<file path="src/rtl/arb_pkg.sv">
// Shared types and width helper for the round-robin resource arbiter.
package arb_pkg;

    typedef enum logic {IDLE = 1'b0, OWNED = 1'b1} state_t;

    // Ceil-log2 with a floor of one bit, so degenerate counts still get a real vector.
    function automatic int clog2(input int value);
        int w;
        w = 1;
        while ((1 << w) < value) w++;
        return w;
    endfunction

endpackage

</file>
<file path="src/rtl/rr_pick.sv">
// Rotating-priority encoder: first set mask bit at or after ptr, wrapping modulo N.
module rr_pick
    import arb_pkg::*;
#(
    parameter int N   = 4,
    parameter int IDW = clog2(N)
) (
    input  logic [N-1:0]   mask,
    input  logic [IDW-1:0] ptr,
    output logic           found,
    output logic [IDW-1:0] idx
);

    int pos;

    // Walk from the farthest slot back to ptr so the nearest hit is written last.
    always_comb begin
        found = 1'b0;
        idx   = '0;
        pos   = 0;
        for (int k = N - 1; k >= 0; k--) begin
            pos = int'(ptr) + k;
            if (pos > N - 1) pos = pos - N;
            if (mask[pos[IDW-1:0]]) begin
                found = 1'b1;
                idx   = pos[IDW-1:0];
            end
        end
    end

endmodule

</file>
<file path="src/rtl/rr_resource_arbiter.sv">
// Locking round-robin arbiter for one shared resource with an optional hold timeout.
module rr_resource_arbiter
    import arb_pkg::*;
#(
    parameter int N        = 4,
    parameter int MAX_HOLD = 16,
    parameter int IDW      = clog2(N)
) (
    input  logic           clk,
    input  logic           rst,
    input  logic [N-1:0]   req,
    output logic [N-1:0]   gnt,
    output logic           gnt_vld,
    output logic [IDW-1:0] gnt_id,
    output logic           any_req
);

    localparam int             HCW  = clog2(MAX_HOLD + 1);
    localparam logic [IDW-1:0] LAST = IDW'(N - 1);

    state_t         state;
    logic [IDW-1:0] ptr;
    logic [HCW-1:0] hold_cnt;
    logic [N-1:0]   pick_mask;
    logic           pick_found;
    logic [IDW-1:0] pick_idx;
    logic           owner_req;
    logic           timeout;

    assign any_req   = |req;
    assign owner_req = |(req & gnt);
    // >= rather than == so a requester arriving after the counter saturated still gets served.
    assign timeout   = (MAX_HOLD != 0) && (int'(hold_cnt) >= MAX_HOLD - 1);
    assign pick_mask = (state == OWNED) ? (req & ~gnt) : req;

    rr_pick #(
        .N   (N),
        .IDW (IDW)
    ) u_pick (
        .mask  (pick_mask),
        .ptr   (ptr),
        .found (pick_found),
        .idx   (pick_idx)
    );

    always_ff @(posedge clk) begin
        if (rst) begin
            state    <= IDLE;
            gnt      <= '0;
            gnt_vld  <= 1'b0;
            gnt_id   <= '0;
            ptr      <= '0;
            hold_cnt <= '0;
        end else begin
            case (state)
                IDLE: begin
                    if (pick_found) begin
                        state    <= OWNED;
                        gnt      <= {{(N-1){1'b0}}, 1'b1} << pick_idx;
                        gnt_vld  <= 1'b1;
                        gnt_id   <= pick_idx;
                        ptr      <= (pick_idx == LAST) ? '0 : pick_idx + 1'b1;
                        hold_cnt <= '0;
                    end
                end
                OWNED: begin
                    if ((!owner_req || timeout) && pick_found) begin
                        gnt      <= {{(N-1){1'b0}}, 1'b1} << pick_idx;
                        gnt_vld  <= 1'b1;
                        gnt_id   <= pick_idx;
                        ptr      <= (pick_idx == LAST) ? '0 : pick_idx + 1'b1;
                        hold_cnt <= '0;
                    end else if (!owner_req) begin
                        state    <= IDLE;
                        gnt      <= '0;
                        gnt_vld  <= 1'b0;
                        gnt_id   <= '0;
                        hold_cnt <= '0;
                    end else if (int'(hold_cnt) < MAX_HOLD) begin
                        hold_cnt <= hold_cnt + 1'b1;
                    end
                end
                default: state <= IDLE;
            endcase
        end
    end

endmodule

</file>
<file path="config.mk">
export PLATFORM = sky130hd
export DESIGN_NAME = rr_resource_arbiter
export DESIGN_NICKNAME = d
export VERILOG_FILES = /design/src/rtl/arb_pkg.sv /design/src/rtl/rr_pick.sv /design/src/rtl/rr_resource_arbiter.sv
export SDC_FILE = /design/constraint.sdc
export NUM_CORES = 1
export LEC_CHECK = 0
export CORE_UTILIZATION = 45
export CTS_BUF_LIST = sky130_fd_sc_hd__clkbuf_8 sky130_fd_sc_hd__clkbuf_16
export DETAILED_ROUTE_END_ITERATION = 6
export GPL_TIMING_DRIVEN = 0
export HOLD_SLACK_MARGIN = 0.12
export PLACE_DENSITY = 0.69
export SYNTH_ARGS = -nofsm -noshare
export SYNTH_HDL_FRONTEND = slang
export SYNTH_SLANG_ARGS = --single-unit
</file>
<file path="constraint.sdc">
create_clock -name clk -period 2.6 [get_ports clk]
set_input_delay 0.52 -clock clk [delete_from_list [all_inputs] [get_ports clk]]
set_output_delay 0.52 -clock clk [all_outputs]
set_load 0.005 [all_outputs]
</file>
==> results.ini <==
[power]
pwr-share-clk=0.215
internal_power_mw=0.5581
p_per_area_nw_per_um2=770.8
p_leak_nw=0.4268
ir_drop_uv=556.2
p_seq_frac=0.392
pwr-share-comb=0.393
power_switching_mw=0.2887
p_sw_frac=0.3409

[yosys]
synthMuxAreaShare=0
ys_ff_latch=15
netlist_instances=97
synth.distinct_cells=40
synth_compound_area_frac=0.3509
synth.avg_cell_area_sq_um=9.300
yosysSeqAreaShare=0.3329
syn-cell-area_sq_um=902.1
synth-xor-area-share=0
synth_top_family_by_area=compound AO/OA/AOI/OAI gates
yosys.area_share.simple=0.1789
synth_edf_count=0
async_flop_share=0
synth_fa_ha_area_frac=0.08322
synth_warnings=0
syn-num-nets=109
synth_ff_type=dfxtp_1

[detailed_routing]
via_per_inst=5.442
wl_per_cell_um=13.02
drc=0
dr.pass1.iters=4
postRouteAntennaNets=0
wirelength_mm=1.797
drtIter0Drc=28
vias=751

[worst_setup_path]
endpoint_kind=flop
reg2reg_depth=8
worst_ep_arrival_time_ns=2.60
crit_required_ns=2.78
start_kind=input pin
reg2reg_from=hold_cnt[0]
crit_fanout=7
path_class=in -> reg
r2r_slack_ns=0.59
reg2reg_to=gnt_id[0]

[finish]
layout-area-overhead-vs-synth_pct=21.77
instances_no_fill=138
mostFrequentLayoutCells=15 x dfxtp_1, 12 x clkdlybuf4s50_1, 10 x inv_1
final_core_util=0.6097
layout.nets=126
drive_above_1_share=0.1327
n_antenna_cell=0
layout_commonest_cell=dfxtp_1

[timing]
finalMaxSlewViolations=0
clock_skew_ns=0.003043
hold_viol=0
whs_ns=0.4493
worst_pin_slew_ns=0.5106
fmax_ghz=0.4123
max_slew_margin=0.6596
setup_viol=0
period_share=0.9328
post-route-min-period_ns=2.425
rsz0062_at_grt=false
setup_tns_ns=0

[placement]
finalWeightedCongestion=0.7458
dp_hpwl_mm=1.360
numPortBuffers=12
dp.cells=134

[status]
status=finished, final reports clean

[hold_path]
hold_depth=1
min_from=gnt_vld
worstHoldPathType=reg -> reg
min_delay_worst_endpoint=gnt_vld

[flow_run]
drv_cap=0

[global_routing]
track_usage=0.1927
overflow=0
grt_max_degree=11
grt_pass1_vias=686
grt_pass1_wl_mm=2.960
antenna_found_initial=0

[clock_network]
clk_pin_slew_worst_paths_ns=0.06
cts_buffers=3
root_buffer=clkbuf_8
cts_tree=yes
hold_buffers=0
cts_sinks=15
post-cts-setup-buffers=0
clockBufferDepth=2
cts_repair_resize_count=0
clk_latency_ns=0.25
ctsHtreeMaxLevel=1

[floorplanning]
std_cell_rows=15
fp.dieH_um=46.78
die_w_um=46.78
fp.coreArea_sq_um=1802
io_pins=14
die_area_sq_um=2188
initial_core_util=0.5007

-- synthesized netlist by cell type (2+ instances only) --
cell / number / area, sq um
nand2_1: 8 / 30.03
nor2_1: 4 / 15.01
dfxtp_1: 15 / 300.3
nand3_1: 4 / 20.02
nor2_2: 2 / 12.51
nand2b_1: 2 / 12.51
a21oi_1: 3 / 15.01
a22o_1: 8 / 70.07
nand4_1: 2 / 12.51
or2_1: 2 / 12.51
ha_1: 6 / 75.07
inv_1: 9 / 33.78
o21ai_1: 3 / 15.01
o21a_1: 2 / 15.01
o22ai_1: 2 / 12.51
-- per-layer routing --
layer | vias to the layer above | track usage | share of wire
met5 | - | 0 | 0
met4 | 0 | 0.1200 | 0.025
met3 | 6 | 0.02308 | 0.031
met2 | 19 | 0.2722 | 0.40
met1 | 331 | 0.2770 | 0.54
li1 | 395 | - | -
-- stage by stage --
| step | area (sq um) | setup slack, ns | power, mW |
|---|---|---|---|
| 6_report | 1099 | 0.1748 | 0.8468 |
| 5_1_grt | 1099 | 0.05895 | 0.9102 |
| 4_1_cts | 1099 | 0.1790 | 0.8528 |
| 3_5_place_dp | 1054 | -0.06578 | 0.6699 |
| 3_3_place_gp | 1054 | -0.04002 | 0.6621 |
| 2_1_floorplan | 902.1 | 0.6982 | 0.5477 |
-- cell type report --
| class | count | area, sq um |
|---|---|---|
| Multi-Input combinational cell | 71 | 553.0 |
| Clock inverter | 1 | 3.754 |
| Inverter | 9 | 33.78 |
| Tap cell | 25 | 31.28 |
| Fill cell | 173 | 703.2 |
| Sequential cell | 15 | 300.3 |
| Timing Repair Buffer | 12 | 120.1 |
| Clock buffer | 3 | 41.29 |
| Buffer | 2 | 15.01 |
-- worst max-delay path, stage by stage --
cell and delay [ns]:
clkdlybuf4s50_1 0.49, a21boi_0 0.35, nand2b_4 0.26, o211ai_2 0.10
a21oi_2 0.25, ha_1 0.28, or2_1 0.23, a21oi_1 0.12
-- registers in the layout (all words and copies together) (netlist names) --
| signal | cells |
|---|---|
| gnt | 4 |
| gnt_id | 2 |
| hold_cnt | 5 |
| ptr | 2 |
| gnt_vld | 1 |
| state | 1 |
-- cells by family (layout without fill, tap and decap cells) --
group,after synthesis,in the layout
flops,15,15
fa+ha+maj,6,6
compound gates,35,35
simple gates,30,30
buf+inv,11,27
-- power groups by stage --
stage	Combinational, mW	Sequential, mW	Clock [mW]
detailed placement	0.333	0.337	0
global route	0.373	0.342	0.196
floorplan	0.218	0.330	0
finish	0.332	0.332	0.182
CTS	0.335	0.332	0.186
global placement	0.327	0.335	0
-- worst max-delay path by stage --
stage	cells after the start	startpoint	endpoint
after detailed placement	8	req[3]	ptr[1]
final	8	req[3]	ptr[1]
after global placement	8	req[3]	ptr[1]
after floorplan	8	req[0]	ptr[1]
after global routing	8	req[3]	ptr[1]
after CTS	8	req[3]	ptr[1]
No activity file was read; power rests on OpenSTA's default activity.
